### src/rtl/tetris_pkg.sv
// Shared types and board defaults for the piece mover datapath.
package tetris_pkg;

  typedef enum logic [1:0] {
    MV_LEFT  = 2'b00,
    MV_RIGHT = 2'b01,
    MV_DOWN  = 2'b10,
    MV_NONE  = 2'b11
  } move_dir_t;

  typedef enum logic [1:0] {
    IDLE,
    CALC,
    CHECK,
    FINISH
  } mover_state_t;

  localparam int BOARD_COLS = 8;
  localparam int BOARD_ROWS = 8;

endpackage

### src/rtl/adder.sv
// Plain unsigned adder, result truncated to WIDTH.
module adder #(
  parameter int WIDTH = 4
) (
  input  logic [WIDTH-1:0] a_i,
  input  logic [WIDTH-1:0] b_i,
  output logic [WIDTH-1:0] sum_o
);

  assign sum_o = a_i + b_i;

endmodule

### src/rtl/cell_coord_gen.sv
// Absolute cell coordinates (base + offset) with a per-cell in-bounds flag.
// Sums are formed one bit wider so that x >= COLS / y >= ROWS is visible.
module cell_coord_gen #(
  parameter int XSIZE  = 3,
  parameter int YSIZE  = 3,
  parameter int NCELLS = 4,
  parameter int COLS   = 8,
  parameter int ROWS   = 8
) (
  input  logic [XSIZE-1:0]             base_x_i,
  input  logic [YSIZE-1:0]             base_y_i,
  input  logic [NCELLS-1:0][XSIZE-1:0] off_x_i,
  input  logic [NCELLS-1:0][YSIZE-1:0] off_y_i,
  output logic [NCELLS-1:0][XSIZE-1:0] cell_x_o,
  output logic [NCELLS-1:0][YSIZE-1:0] cell_y_o,
  output logic [NCELLS-1:0]            in_bnd_o
);

  for (genvar i = 0; i < NCELLS; i++) begin : g_cell
    logic [XSIZE:0] sum_x;
    logic [YSIZE:0] sum_y;

    adder #(.WIDTH(XSIZE+1)) u_add_x (
      .a_i  ({1'b0, base_x_i}),
      .b_i  ({1'b0, off_x_i[i]}),
      .sum_o(sum_x)
    );

    adder #(.WIDTH(YSIZE+1)) u_add_y (
      .a_i  ({1'b0, base_y_i}),
      .b_i  ({1'b0, off_y_i[i]}),
      .sum_o(sum_y)
    );

    assign cell_x_o[i] = sum_x[XSIZE-1:0];
    assign cell_y_o[i] = sum_y[YSIZE-1:0];
    assign in_bnd_o[i] = (sum_x < (XSIZE+1)'(COLS)) && (sum_y < (YSIZE+1)'(ROWS));
  end

endmodule

### src/rtl/piece_mover.sv
// Active-piece mover: latches spawn/move requests, bounds-checks the
// candidate cells, serially probes the occupancy RAM, then commits or rejects.
module piece_mover
  import tetris_pkg::*;
#(
  parameter int XSIZE  = 3,
  parameter int YSIZE  = 3,
  parameter int NCELLS = 4,
  parameter int COLS   = BOARD_COLS,
  parameter int ROWS   = BOARD_ROWS
) (
  input  logic                        clk,
  input  logic                        rst_n,
  input  logic                        spawn_valid,
  input  logic [NCELLS-1:0][XSIZE-1:0] spawn_offX,
  input  logic [NCELLS-1:0][YSIZE-1:0] spawn_offY,
  input  logic [XSIZE-1:0]            spawn_bX,
  input  logic [YSIZE-1:0]            spawn_bY,
  input  logic                        move_valid,
  input  logic [1:0]                  move_dir,
  output logic                        occ_rd_en,
  output logic [XSIZE-1:0]            occ_rd_x,
  output logic [YSIZE-1:0]            occ_rd_y,
  input  logic                        occ_rd_data,
  output logic                        busy,
  output logic                        done,
  output logic                        accepted,
  output logic                        lock,
  output logic                        game_over,
  output logic [NCELLS-1:0][XSIZE-1:0] cellX,
  output logic [NCELLS-1:0][YSIZE-1:0] cellY
);

  localparam int IW = $clog2(NCELLS + 1);

  mover_state_t                 state_q, state_d;
  logic [XSIZE-1:0]             base_x_q, cand_bx_q, cand_bx_d;
  logic [YSIZE-1:0]             base_y_q, cand_by_q, cand_by_d;
  logic [NCELLS-1:0][XSIZE-1:0] off_x_q, cand_ox_q, cand_ox_d, cellx_q, cell_x;
  logic [NCELLS-1:0][YSIZE-1:0] off_y_q, cand_oy_q, cand_oy_d, celly_q, cell_y;
  logic [NCELLS-1:0]            in_bnd;
  logic                         cand_wrap_q, cand_wrap_d;
  logic                         is_spawn_q, is_spawn_d, is_down_q, is_down_d;
  logic [IW-1:0]                idx_q, idx_d;
  logic                         hit_q, hit_d, final_hit;
  logic                         done_q, done_d, acc_q, acc_d, lock_q, lock_d;
  logic                         go_q, go_d, commit;
  logic [XSIZE:0]               mv_x;
  logic [YSIZE:0]               mv_y;
  move_dir_t                    dir;

  assign dir = move_dir_t'(move_dir);

  cell_coord_gen #(
    .XSIZE(XSIZE), .YSIZE(YSIZE), .NCELLS(NCELLS), .COLS(COLS), .ROWS(ROWS)
  ) u_coord (
    .base_x_i(cand_bx_q),
    .base_y_i(cand_by_q),
    .off_x_i (cand_ox_q),
    .off_y_i (cand_oy_q),
    .cell_x_o(cell_x),
    .cell_y_o(cell_y),
    .in_bnd_o(in_bnd)
  );

  // Moved base at one extra bit; the top bit flags a wrap past either edge.
  always_comb begin
    mv_x = {1'b0, base_x_q};
    mv_y = {1'b0, base_y_q};
    case (dir)
      MV_LEFT:  mv_x = {1'b0, base_x_q} - (XSIZE+1)'(1);
      MV_RIGHT: mv_x = {1'b0, base_x_q} + (XSIZE+1)'(1);
      MV_DOWN:  mv_y = {1'b0, base_y_q} + (YSIZE+1)'(1);
      default:  ;
    endcase
  end

  // Read port: one cell per CHECK cycle, address held at 0 when idle.
  assign occ_rd_en = (state_q == CHECK) && (idx_q < IW'(NCELLS));
  always_comb begin
    occ_rd_x = '0;
    occ_rd_y = '0;
    for (int i = 0; i < NCELLS; i++) begin
      if (occ_rd_en && idx_q == IW'(i)) begin
        occ_rd_x = cell_x[i];
        occ_rd_y = cell_y[i];
      end
    end
  end

  // Next-state, request intake and FINISH outcome.
  always_comb begin
    state_d     = state_q;
    cand_bx_d   = cand_bx_q;
    cand_by_d   = cand_by_q;
    cand_ox_d   = cand_ox_q;
    cand_oy_d   = cand_oy_q;
    cand_wrap_d = cand_wrap_q;
    is_spawn_d  = is_spawn_q;
    is_down_d   = is_down_q;
    idx_d       = idx_q;
    hit_d       = hit_q;
    done_d      = 1'b0;
    acc_d       = 1'b0;
    lock_d      = 1'b0;
    go_d        = go_q;
    commit      = 1'b0;
    final_hit   = hit_q | occ_rd_data;
    case (state_q)
      // FINISH behaves like IDLE for intake so back-to-back requests are taken.
      IDLE, FINISH: begin
        state_d = IDLE;
        if (spawn_valid) begin
          cand_bx_d   = spawn_bX;
          cand_by_d   = spawn_bY;
          cand_ox_d   = spawn_offX;
          cand_oy_d   = spawn_offY;
          cand_wrap_d = 1'b0;
          is_spawn_d  = 1'b1;
          is_down_d   = 1'b0;
          state_d     = CALC;
        end else if (move_valid && !go_q && dir != MV_NONE) begin
          cand_bx_d   = mv_x[XSIZE-1:0];
          cand_by_d   = mv_y[YSIZE-1:0];
          cand_ox_d   = off_x_q;
          cand_oy_d   = off_y_q;
          cand_wrap_d = mv_x[XSIZE] | mv_y[YSIZE];
          is_spawn_d  = 1'b0;
          is_down_d   = (dir == MV_DOWN);
          state_d     = CALC;
        end
      end
      CALC: begin
        if (cand_wrap_q || !(&in_bnd)) begin
          state_d = FINISH;
          done_d  = 1'b1;
          lock_d  = is_down_q;
          go_d    = go_q | is_spawn_q;
        end else begin
          state_d = CHECK;
          idx_d   = '0;
          hit_d   = 1'b0;
        end
      end
      CHECK: begin
        // Data for read idx-1 arrives while idx is on screen; idx 0 has none.
        if (idx_q != '0) hit_d = final_hit;
        if (idx_q == IW'(NCELLS)) begin
          state_d = FINISH;
          done_d  = 1'b1;
          acc_d   = !final_hit;
          lock_d  = final_hit & is_down_q;
          go_d    = go_q | (final_hit & is_spawn_q);
          commit  = !final_hit;
        end else begin
          idx_d = idx_q + IW'(1);
        end
      end
      default: state_d = IDLE;
    endcase
  end

  // State, candidate latches, committed piece and status flags.
  always_ff @(posedge clk or negedge rst_n) begin
    if (!rst_n) begin
      state_q     <= IDLE;
      base_x_q    <= '0;
      base_y_q    <= '0;
      off_x_q     <= '0;
      off_y_q     <= '0;
      cand_bx_q   <= '0;
      cand_by_q   <= '0;
      cand_ox_q   <= '0;
      cand_oy_q   <= '0;
      cand_wrap_q <= 1'b0;
      is_spawn_q  <= 1'b0;
      is_down_q   <= 1'b0;
      idx_q       <= '0;
      hit_q       <= 1'b0;
      done_q      <= 1'b0;
      acc_q       <= 1'b0;
      lock_q      <= 1'b0;
      go_q        <= 1'b0;
      cellx_q     <= '0;
      celly_q     <= '0;
    end else begin
      state_q     <= state_d;
      cand_bx_q   <= cand_bx_d;
      cand_by_q   <= cand_by_d;
      cand_ox_q   <= cand_ox_d;
      cand_oy_q   <= cand_oy_d;
      cand_wrap_q <= cand_wrap_d;
      is_spawn_q  <= is_spawn_d;
      is_down_q   <= is_down_d;
      idx_q       <= idx_d;
      hit_q       <= hit_d;
      done_q      <= done_d;
      acc_q       <= acc_d;
      lock_q      <= lock_d;
      go_q        <= go_d;
      if (commit) begin
        base_x_q <= cand_bx_q;
        base_y_q <= cand_by_q;
        off_x_q  <= cand_ox_q;
        off_y_q  <= cand_oy_q;
        cellx_q  <= cell_x;
        celly_q  <= cell_y;
      end
    end
  end

  assign busy      = (state_q != IDLE);
  assign done      = done_q;
  assign accepted  = acc_q;
  assign lock      = lock_q;
  assign game_over = go_q;
  assign cellX     = cellx_q;
  assign cellY     = celly_q;

endmodule

### config.mk
export PLATFORM = sky130hd
export DESIGN_NAME = piece_mover
export DESIGN_NICKNAME = d
export VERILOG_FILES = /design/src/rtl/tetris_pkg.sv /design/src/rtl/adder.sv /design/src/rtl/cell_coord_gen.sv /design/src/rtl/piece_mover.sv
export SDC_FILE = /design/constraint.sdc
export NUM_CORES = 1
export LEC_CHECK = 0
export CAP_MARGIN = 20
export CORE_MARGIN = 2
export CORE_UTILIZATION = 40
export CTS_CLUSTER_SIZE = 24
export DETAILED_ROUTE_END_ITERATION = 8
export GPL_TIMING_DRIVEN = 1
export MAX_ROUTING_LAYER = met4
export PLACE_DENSITY = 0.63
export SLEW_MARGIN = 20
export SYNTH_ARGS = -nofsm -noshare
export SYNTH_HDL_FRONTEND = slang
export SYNTH_HIERARCHICAL = 1
export SYNTH_SLANG_ARGS = --single-unit
### constraint.sdc
create_clock -name clk -period 2.8 [get_ports clk]
set_input_delay 0.7 -clock clk [delete_from_list [all_inputs] [get_ports clk]]
set_output_delay 0.7 -clock clk [all_outputs]
set_load 0.02 [all_outputs]
### Word-level counts from Yosys, hierarchy flattened

Cells that the tools add are included.

| word-level totals | value |
|---|---|
| flip-flop bits (word level) | 97 |
| bits of input ports | 37 |
| word-level logic and storage cells | 154 |

| operators by class | value |
|---|---|
| $add $sub $neg | 12 |
| reductions and logical operators | 28 |
| equal/unequal tests | 15 |
| order comparisons | 9 |
| muxes and demuxes | 46 |
| bitwise operators | 6 |

Operator list:

| kind | count |
|---|---|
| $mux W12 | 4 |
| $mux W3 | 14 |
| $add A3 B3 Y4 | 8 |
| $lt A4 B4 Y1 const B | 8 |
| $mux W1 | 19 |
| $logic_and A1 B1 Y1 | 11 |
| $reduce_and A3 Y1 | 3 |
| $add A3 B1 Y4 const B | 2 |
| $ne A2 B2 Y1 const B | 4 |
| $pmux W1 S2 | 4 |
| $pmux W4 S2 | 1 |
| $eq A2 B2 Y1 const B | 3 |
| $eq A3 B2 Y1 const B | 2 |
| $pmux W2 S3 | 1 |
| $pmux W3 S2 | 1 |
| $reduce_bool A2 Y1 | 3 |
| $eq A2 B1 Y1 const B | 2 |
| $logic_not A2 Y1 | 2 |
| $mux W4 | 1 |
| $ne A2 B1 Y1 const B | 2 |
| $or A1 B1 Y1 | 4 |
| $reduce_and A4 Y1 | 1 |
| $sub A3 B1 Y4 const B | 1 |
| $add A3 B1 Y3 const B | 1 |
| other kinds (11) | 14 |

### Longest topological paths before layout

| depth | value |
|---|---|
| depth after elaboration | 8 |
| mapped depth | 9 |
| mapped depth without buffers | 9 |

### By module

The synthesis kept the hierarchy.

Modules (own cells, without submodules):

| module | instances | cells an instance | area each (um^2) |
|---|---|---|---|
| piece_mover | 1 | 391 | 4578.1 |
| adder | 8 | 9 | 100.1 |
| cell_coord_gen | 1 | 5 | 18.8 |

### Worst setup path after synthesis

OpenSTA, ideal clock, no wires.

| path | value |
|---|---|
| path type | reg2out |
| start point | reg cand_bx_q[0] |
| end point | out occ_rd_x[2] |
| slack | 0.026 ns |
| arrival | 2.074 ns |
| stages on the path, launching flop included | 6 |
| cells stage by stage | dfrtp_1 > ha_1 > fa_1 > xor2_1 > a221oi_1 > o41ai_1 |

RTL lines:

| what | RTL line | source |
|---|---|---|
| start, declared | piece_mover.sv:37 | `logic [XSIZE-1:0] base_x_q, cand_bx_q, cand_bx_d;` |
| start signal, assigned | piece_mover.sv:188 | `cand_bx_q <= cand_bx_d;` |
| end, declared | piece_mover.sv:22 | `output logic [XSIZE-1:0] occ_rd_x,` |

==> key figures <==
Clocking
  • CTS tree: built
  • TritonCTS Buffers: 9
  • Max H-tree Level: 3
  • Clock latency on the worst-skew pair: between 300 and 400 ps
  • Root buf cell: clkbuf_16
  • Reg clk slew, reported paths: 60 ps
  • Cts hold-fix bufs: 0
  • CTS Buffer Depth: 2
  • Clock sink count: just under 100

Place
  • Dpl ws: -475 ps
  • Routability Congestion: about 0.88
  • I/O Buffers: 72
  • Dpl cells: about 800
  • Dpl hpwl: about 9700 um
  • Placed Area: slightly below 7000 um2

Synthesis
  • Mapped Avg Cell Area: between 10 and 15 um2
  • Post-Synthesis Cell Area: 5400 um2
  • Syn. warnings: 6
  • Largest family of logic cells by synthesized area: multiplexers
  • Post-synthesis register bit count: 97
  • Sequential share of the synthesized area: roughly 45%
  • Synth top area share: between 40% and 50%
  • Most common cell in the synthesized netlist: dfrtp_1
  • Fraction of the mapped netlist area in compound gates: a little over an eighth
  • Top cells by area, synth: dfrtp_1, mux2_2, ha_1, o21ai_0, mux2i_1
  • Largest area contributor in the netlist: dfrtp_1
  • Post-Synth Adder-Cell Area: 11.1%
  • Simple-Gate Fraction of Synth Area: 5.22%
  • Xor/xnor cell area share of the yosys netlist: about 4.5%
  • Library cells used by synthesis: 46
  • Synth Flop Type: dfrtp_1
  • Post-synth EDFFs: 0
  • Mux contribution to synthesized area: between 10% and 20%
  • Synth top cells by count: dfrtp_1, o21ai_0, mux2_2
  • Post-synthesis instance total: 468
  • Ys async rst share: 100%

Critical path
  • WP data required: between 2000 and 2500 ps
  • Reg2reg path depth: 11
  • Maximum fanout along the worst path: 4
  • Critical Path End Type: output port
  • Slowest stage delay, CP: around 530 ps
  • Setup Crit Path Kind: flop to output port
  • Critical path capture point: occ_rd_y[1]
  • Worst-path cell chain: ha_2, fa_1, a21oi_1, a221o_1, a21oi_2, buf_6
  • CP max-delay cell: fa_1
  • Crit Reg-Reg Startpoint: cand_by_q[0]
  • Critical path launch point type: flop
  • CP Data Arrival Time: ~2300 ps
  • Reg2Reg Setup Slack: about 250 ps
  • RR Endpoint: idx_q[2]
  • CP startpoint: cand_by_q[0]

Power
  • Switching share of power: between 30% and 40%
  • Power density cells: between 1000 and 1500 nW/um2
  • Clk pwr share: between 10% and 20%
  • Leakage: 3.64 nW
  • Combinational Power Share: 53.8%
  • Reg power frac: approximately 28%
  • Int Pwr: 0.00459 W
  • Sw power: roughly 0.0028 W
  • Peak supply drop: 374 uV

Final layout
  • Layout cell share with drive strength beyond 1: between 30% and 40%
  • Nets: 698
  • P&R area growth vs syn: 35.6%
  • Multi-input gate area: ~3000 um2
  • Sequential cell area: around 2400 um2
  • Filler cell count: roughly 1100
  • Non-filler cells, final: around 800
  • Fin area: between 7000 and 8000 um2
  • # diodes: 0

Detailed routing
  • WL/cell: ~17 um
  • Vias per Instance: between 5 and 6
  • Detailed-router iteration count before antenna repair: 4
  • Post-DRT Antenna Nets: 0
  • DRC viols: 0
  • Via count: 4112
  • Routed wire length: between 10000 and 15000 um
  • Drt initial violations: 241

Die
  • Initial core utilization: 40.9%
  • Die X: 120 um
  • Die area: about 14000 um2
  • Die Y: approximately 120 um
  • IO Pins: 73
  • Core Region: between 10000 and 15000 um2
  • Number of core rows: 42

Run
  • Max_cap viols: 0

Global route
  • GRT Util Overall: 20.4%
  • Largest net degree at the start of global routing: 43
  • Vias in the first global route: 4302
  • First-pass GRT wire length: approximately 22000 um
  • Grt ovf: 0
  • Initial antenna violation count: 0

Timing
  • RSZ-0062 raised after global routing: yes
  • Fin crit share: 106%
  • Skew final: approximately 5.3 ps
  • Slew HR: between 60% and 70%
  • Max-slew violation count: 0
  • Worst-Margin Slew: 587 ps
  • Setup violations, final: 4
  • Hold Slack: 340 ps
  • Final Hold Viols: 0
  • Fmax: ~0.34 GHz
  • Min cycle time layout: 2960 ps
  • Setup ws final: -155 ps

Outcome
  • Failing checks: negative setup slack
  • Outcome: complete, but fails checks

Hold path
  • Hold WC Path Type: input pin to async pin
-- layer usage --
| metal | global-route usage (%) | part of all wire, % | vias up |
|---|---|---|---|
| met1 | 27.6 | 46 | 2057 |
| met5 | - | 0 | - |
| met2 | 32.0 | 49 | 92 |
| met4 | 5.74 | 1.8 | 0 |
| li1 | - | - | 1942 |
| met3 | 3.14 | 3.5 | 21 |
-- layout make-up --
| class | instances | area share, % |
|---|---|---|
| multi-input cells | 344 | 40.8 |
| flip-flops and latches | 97 | 33.2 |
| repair buffers | 150 | 17.7 |
| clock buffers | 12 | 3.23 |
| well taps | 176 | 3.01 |
| clock inverters | 3 | 1.23 |
| inverters | 16 | 0.821 |
-- critical path, delay by kind of cell, from the launching register on --
kind / cells / cell delay, ps
buf+inv: 1 / 130
flops: 1 / 450
compound gates: 3 / 610
fa+ha+maj: 2 / 730
-- registers in the layout, indices dropped and copies added (netlist names) --
signal       count
done             1
cand_oy_q       12
base_y_q         3
lock             1
base_x_q         3
cand_ox_q       12
accepted         1
off_x_q         12
cand_by_q        3
cellY           12
is_down_q        1
cand_wrap_q      1
state_q          2
cand_bx_q        3
is_spawn_q       1
off_y_q         12
hit_q            1
cellX           12
idx_q            3
game_over        1
-- power groups by stage --
stage	sequential [W]	combinational (W)	clock, W
after floorplan	0.00200	0.00182	0
after global placement	0.00201	0.00348	0
after detailed placement	0.00203	0.00355	0
after CTS	0.00201	0.00377	0.00141
after global routing	0.00207	0.00436	0.00147
final	0.00204	0.00399	0.00138
-- cells by family (layout without fill, tap and decap cells) --
group | after synthesis | in the layout
buffers and inverters | 42 | 181
AOI/OAI and AO/OA | 119 | 119
DFF | 97 | 97
and+or+nand+nor | 56 | 56
adders and majority gates | 43 | 43
xor gates and xnor gates | 28 | 28
other | 1 | 16
muxes | 82 | 82
-- worst min-delay path by stage --
stage | start | slack, ps | endpoint | cells after the start
finish | rst_n | 340 | cellY[9] | 1
global route | rst_n | 390 | cellY[9] | 1
floorplan | rst_n | 400 | accepted | 0
detailed placement | cellY[7] | 480 | cellY[7] | 2
global placement | cellY[7] | 470 | cellY[7] | 2
CTS | rst_n | 370 | cellY[9] | 1
-- timing repair --
| action | in CTS | in global routing |
|---|---|---|
| buffers inserted | 3 | 4 |
| pin swaps | 6 | 7 |
| endpoints found under the setup margin | 6 | 6 |
| resized for setup | 51 | 14 |
| hold endpoints to repair | 0 | 0 |
-- stage by stage --
step | power (W) | setup TNS (ps) | util, %
after global routing | 0.00789 | -744 | 55.5
after global placement | 0.00549 | -1260 | 51.5
final | 0.00741 | -487 | 55.5
after CTS | 0.00719 | -418 | 54.7
after floorplan | 0.00383 | 0 | -
after detailed placement | 0.00558 | -1470 | 51.5
-- placed cells by master, fill, tap and decap left out, drive strengths merged, types with 2 or more instances in the layout --
| cell | count |
|---|---|
| dfrtp | 97 |
| buf | 86 |
| o21ai | 68 |
| clkdlybuf4s50 | 64 |
| mux2 | 56 |
| ha | 35 |
| mux2i | 26 |
| nand2 | 21 |
| xor2 | 20 |
| a21oi | 19 |
| inv | 16 |
| conb | 16 |
| clkbuf | 12 |
| nor2 | 9 |
| a21o | 8 |
| xnor2 | 8 |
| fa | 8 |
| nor2b | 6 |
| nand3b | 5 |
| a221o | 4 |
| nand3 | 4 |
| nand2b | 3 |
| o31ai | 3 |
| bufinv | 3 |
| and2 | 3 |
| a31oi | 3 |
| a221oi | 2 |
| o41ai | 2 |
| nor3 | 2 |
| a22o | 2 |
(Power assumes the default switching activity.)
==> patch 1, RTL diff (config.mk and constraints unchanged) <==
`YSIZE` is set to 3 in 2 places; all go to 5.
--- a/src/rtl/cell_coord_gen.sv
+++ b/src/rtl/cell_coord_gen.sv
@@ -2,7 +2,7 @@
 // Sums are formed one bit wider so that x >= COLS / y >= ROWS is visible.
 module cell_coord_gen #(
   parameter int XSIZE  = 3,
-  parameter int YSIZE  = 3,
+  parameter int YSIZE  = 5,
   parameter int NCELLS = 4,
   parameter int COLS   = 8,
   parameter int ROWS   = 8
--- a/src/rtl/piece_mover.sv
+++ b/src/rtl/piece_mover.sv
@@ -4,7 +4,7 @@
   import tetris_pkg::*;
 #(
   parameter int XSIZE  = 3,
-  parameter int YSIZE  = 3,
+  parameter int YSIZE  = 5,
   parameter int NCELLS = 4,
   parameter int COLS   = BOARD_COLS,
   parameter int ROWS   = BOARD_ROWS
Interface: changed (resized cellY, occ_rd_y, spawn_bY and spawn_offY); port bits go from 73 to 93. The function was not compared with the original's and may differ.
==> patch 1 against the unedited design <==
The run still ends with setup timing left; critical path depth increased by 3; setup slack worse by 270 ps; cell area increased by 36%; sequential power rose by 36%; wire length increased by 43%; non-clock buffer count is 66 higher; total power increased by 52%; area after synthesis is 31% higher; via count is 48% higher; sequential cell count rose by 28; largest cell class unchanged.
==> patch 1: results (changes against the unedited design) <==
stage	metric	value	unit	change
status	run status	finished with violations		
status	failing checks	setup timing		
global_route	total track usage	0.227		+0.0229
place	DP Wirelength	13900	um	+42%
place	Post-DP Area	0.00895	mm^2	+32%
sta	worst hold margin	253	ps	-86.6 ps
final_layout	Seq/total area	0.314		-0.0177
logic_synthesis	ys flop type	dfrtp_1		
final_layout	Ant. Diodes	0		unchanged
final_layout	share of cells above drive strength 1	0.261		-0.0570
final_layout	nets	1057		+51%
logic_synthesis	Synth top cells by count	nand2_1 (231), dfrtp_1 (125), o21ai_0 (64), ha_1 (43), mux2i_1 (34)		
logic_synthesis	count of different cell masters after synthesis	51		+11%
final_layout	Multi-input gate area	0.00399	mm^2	+34%
worst_setup_path	cells on worst reg2reg path	13		+2
final_layout	Non-clk invs	13		-3
power_and_ir_drop	P_leak	5.02	nW	+38%
logic_synthesis	post-synthesis sequential area ratio	0.444		-0.00573
worst_setup_path	Worst Setup EP	occ_rd_y[4]		
cts	worst skew pair latency	430	ps	+80 ps
global_route	vias in the first global route	5997		+39%
power_and_ir_drop	Seq group	2.77	mW	+36%
cts	Post-CTS Setup Bufs	13		+10
final_layout	Non-Filler Instances	1197		+50%
final_layout	Data buffer area share	0.195		+0.0175
global_route	first-pass GRT wire length	31500	um	+42%
routing	Iter 0 DRT Violations	445		+85%
worst_setup_path	Slowest-stage cell, CP	dfrtp_2		
power_and_ir_drop	Worst VDD drop	0.000610	V	+63%
cts	cts repair resizes	99		+94%
cts	CTS H-Tree Depth	4		+1
sta	min setup slack post-route	-428	ps	-273 ps
final_layout	fillcell total	1503		+34%
final_layout	Storage cell area	0.00313	mm^2	+29%
final_layout	Util after Layout	0.578		+0.0232
place	gpl congestion	0.823		-6.6%
routing	Vias/cell	5.09		-1.1%
sta	setup_tns	-2520	ps	-2030 ps
power_and_ir_drop	Sequential Power Share	0.245		-0.030
cts	cts bufs inserted	17		+8
worst_setup_path	slowest stage delay, CP	450	ps	-80 ps
routing	First-pass DRT Iterations	5		+1
cts	clock sinks	125		+29%
final_layout	Clock Buffer Count	20		+8
place	IO Port Bufs	92		+28%
logic_synthesis	Synth area leaders	dfrtp_1 (44%), nand2_1 (12%), ha_1 (7.6%)		
sta	clock skew	6.89	ps	+1.57 ps
power_and_ir_drop	Clock Power	2.15	mW	+56%
logic_synthesis	Mapped Cells	748		+60%
worst_setup_path	r2r setup slk	-260	ps	-510 ps
power_and_ir_drop	switching share of power	0.390		+0.0100
sta	final setup vio count	14		+10
sta	Tightest Pin Transition	543	ps	-44.0 ps
global_route	pin count of the biggest net entering global routing	53		+23%
routing	Routed WL	19600	um	+43%
final_layout	clk cell area share	0.0570		+0.0124
-- patch 1: kinds of logic (layout without fill, tap and decap cells) --
| family | after synthesis | in the layout | share of synthesized area |
|---|---|---|---|
| flip-flops | 125 | 125 | 0.444 |
| multiplexers | 40 | 40 | 0.0579 |
| AO/OA/AOI/OAI | 177 | 177 | 0.156 |
| other | 1 | 16 | 0.000532 |
| AND/OR/NAND/NOR | 264 | 264 | 0.152 |
| adder cells (fa/ha/maj) | 51 | 51 | 0.0991 |
| XOR/XNOR | 38 | 38 | 0.0472 |
| buffers and inverters | 52 | 261 | 0.0433 |
-- patch 1: routing by layer --
| metal | vias to the layer above | GRT usage | wire length (um) |
|---|---|---|---|
| li1 | 2939 | - | - |
| met1 | 2966 | 0.322 | 9410 |
| met2 | 169 | 0.334 | 9070 |
| met3 | 24 | 0.0356 | 836 |
| met4 | 0 | 0.0723 | 299 |
| met5 | - | - | 0 |
==> patch 2, RTL diff (config.mk and constraints unchanged) <==
Made on the original files. Re-encode `mover_state_t` (4 states) as Gray code, 2 bits wide.
--- a/src/rtl/tetris_pkg.sv
+++ b/src/rtl/tetris_pkg.sv
@@ -9,10 +9,10 @@
   } move_dir_t;
 
   typedef enum logic [1:0] {
-    IDLE,
-    CALC,
-    CHECK,
-    FINISH
+    IDLE   = 2'b00,
+    CALC   = 2'b01,
+    CHECK  = 2'b11,
+    FINISH = 2'b10
   } mover_state_t;
 
   localparam int BOARD_COLS = 8;
Formal check against the unedited RTL: no difference found for any inputs over 10 cycles, from zero or initial values and one cycle with rst_n low; not proved beyond that.
==> patch 2 against the unedited design <==
The flow still finishes with violations (setup timing); area after synthesis is 1.5% higher; total power grew 0.69%; cell area down 0.55%; synthesized cell count is 3.8% lower; wire length shrank 0.37%; global-route usage rose by 0.36 points; clock power down 20%; register-to-register slack worse by 50 ps; sequential cell count is the same; setup slack gained 38 ps; largest power group unchanged; highest routed layer unchanged.
==> patch 2: results (changes against the unedited design) <==
stage	metric	value	unit	change
status	run status	finished with violations		
status	failing checks	setup timing		
global_route	vias in the first global route	4258		-1.0%
logic_synthesis	post-synthesis adder-cell area fraction	0.102		-0.00850
place	Post-DP Area	0.00685	mm^2	+0.83%
logic_synthesis	post-synthesis sequential area ratio	0.443		-0.00668
worst_setup_path	Arr. time, crit path	2220	ps	-40 ps
global_route	GR Layer Usage met3	0.0310		-0.000354
sta	clock skew	5.71	ps	+0.390 ps
global_route	grt met2 use	0.317		-0.00289
logic_synthesis	Synth area leaders	dfrtp_1 (44%), mux2_4 (13%), ha_1 (7.3%)		
routing	wire per inst	17.6	um	+2.5%
routing	Metal-1 WL	6310	um	-0.13%
place	DP Wirelength	9850	um	+1.1%
global_route	met1 GRT Util	0.279		+0.00253
logic_synthesis	post-synthesis compound-gate area fraction	0.122		-0.0137
place	placed cells	756		-2.7%
worst_setup_path	Slowest-stage cell, CP	fa_2		
final_layout	share of cells above drive strength 1	0.323		+0.00501
logic_synthesis	post-synthesis mux area share	0.206		+0.0393
routing	routed wl met2	6630	um	-0.57%
worst_setup_path	cells on worst reg2reg path	10		-1
power_and_ir_drop	Sw Pwr	2.77	mW	-1.6%
place	gpl congestion	0.848		-3.8%
worst_setup_path	reg2reg start	cand_by_q[1]		
routing	Met3 Wirelength	425	um	-11%
routing	Iter 0 DRT Violations	247		+2.5%
final_layout	nets	675		-3.3%
sta	setup_tns	-217	ps	+270 ps
global_route	pin count of the biggest net entering global routing	48		+12%
logic_synthesis	XOR/XNOR Fraction of Synth Area	0.0448		-0.000674
sta	Tightest Pin Transition	692	ps	+105 ps
global_route	first-pass GRT wire length	22400	um	+0.93%
worst_setup_path	r2r setup slk	200	ps	-50 ps
logic_synthesis	Mapped Cells	450		-3.8%
global_route	total track usage	0.208		+0.00365
power_and_ir_drop	Worst VDD drop	0.000451	V	+21%
worst_setup_path	crit path max fanout	3		-1
routing	Routed WL	13700	um	-0.37%
place	post-place setup slack	-278	ps	+196 ps
logic_synthesis	Synth top cells by count	dfrtp_1 (97), o21ai_0 (72), mux2_4 (49), ha_1 (32), mux2i_1 (26)		
sta	min setup slack post-route	-117	ps	+37.6 ps
sta	final setup vio count	3		-1
routing	First-pass DRT Iterations	4		unchanged
worst_setup_path	worst r2r dst	hit_q		
power_and_ir_drop	P_leak	3.67	nW	+0.83%
routing	Vias/cell	5.11		-0.89%
## patch 2: cell count changes after synthesis, moves of 6 or more
cell | before | now
nand3_1 | 3 | 9
mux2_2 | 53 | 12
buf_2 | 9 | 3
a21oi_1 | 11 | 2
inv_1 | 16 | 7
mux2_4 | 3 | 49
## patch 2: how the worst max path moves through the flow
stage | start | end | cells past startpoint
2_1_floorplan | cand_bx_q[0] | occ_rd_x[1] | 6
3_3_place_gp | cand_by_q[0] | occ_rd_y[2] | 7
3_5_place_dp | cand_by_q[0] | occ_rd_y[2] | 7
4_1_cts | cand_bx_q[0] | occ_rd_x[2] | 7
5_1_grt | cand_by_q[0] | occ_rd_y[1] | 7
6_report | cand_by_q[0] | occ_rd_y[1] | 7
## patch 2: cell type report
cell class	instances	area, um^2
fill	1133	6020
multi-input combinational	336	3060
sequential	97	2430
timing repair buffer	146	1280
clock buffer	12	246
tap	176	220
inverter	8	30.0
clock inverter	1	5.00
## patch 2: power by group through the flow
stage	clock (mW)	sequential (mW)	combinational, mW
final	1.11	2.29	4.06
after CTS	1.14	2.28	3.93
after floorplan	0	2.29	1.91
after global placement	0	2.25	3.63
after global routing	1.18	2.36	4.43
after detailed placement	0	2.28	3.72
## patch 2: repair_timing
action	4_1_cts	5_1_grt
endpoints found under the setup margin	6	7
gates resized for setup	62	15
hold endpoints to repair	0	0
setup buffers	5	2
pin swaps	13	13
## patch 2: worst reg2reg max path, stage by stage (launching register included)
cell	delay (ps)
dfrtp_1	450
buf_4	200
buf_4	140
ha_1	280
a21o_1	170
a21oi_2	160
xnor2_1	110
nor2_1	110
nand4_1	180
or4_1	450
a22o_1	250
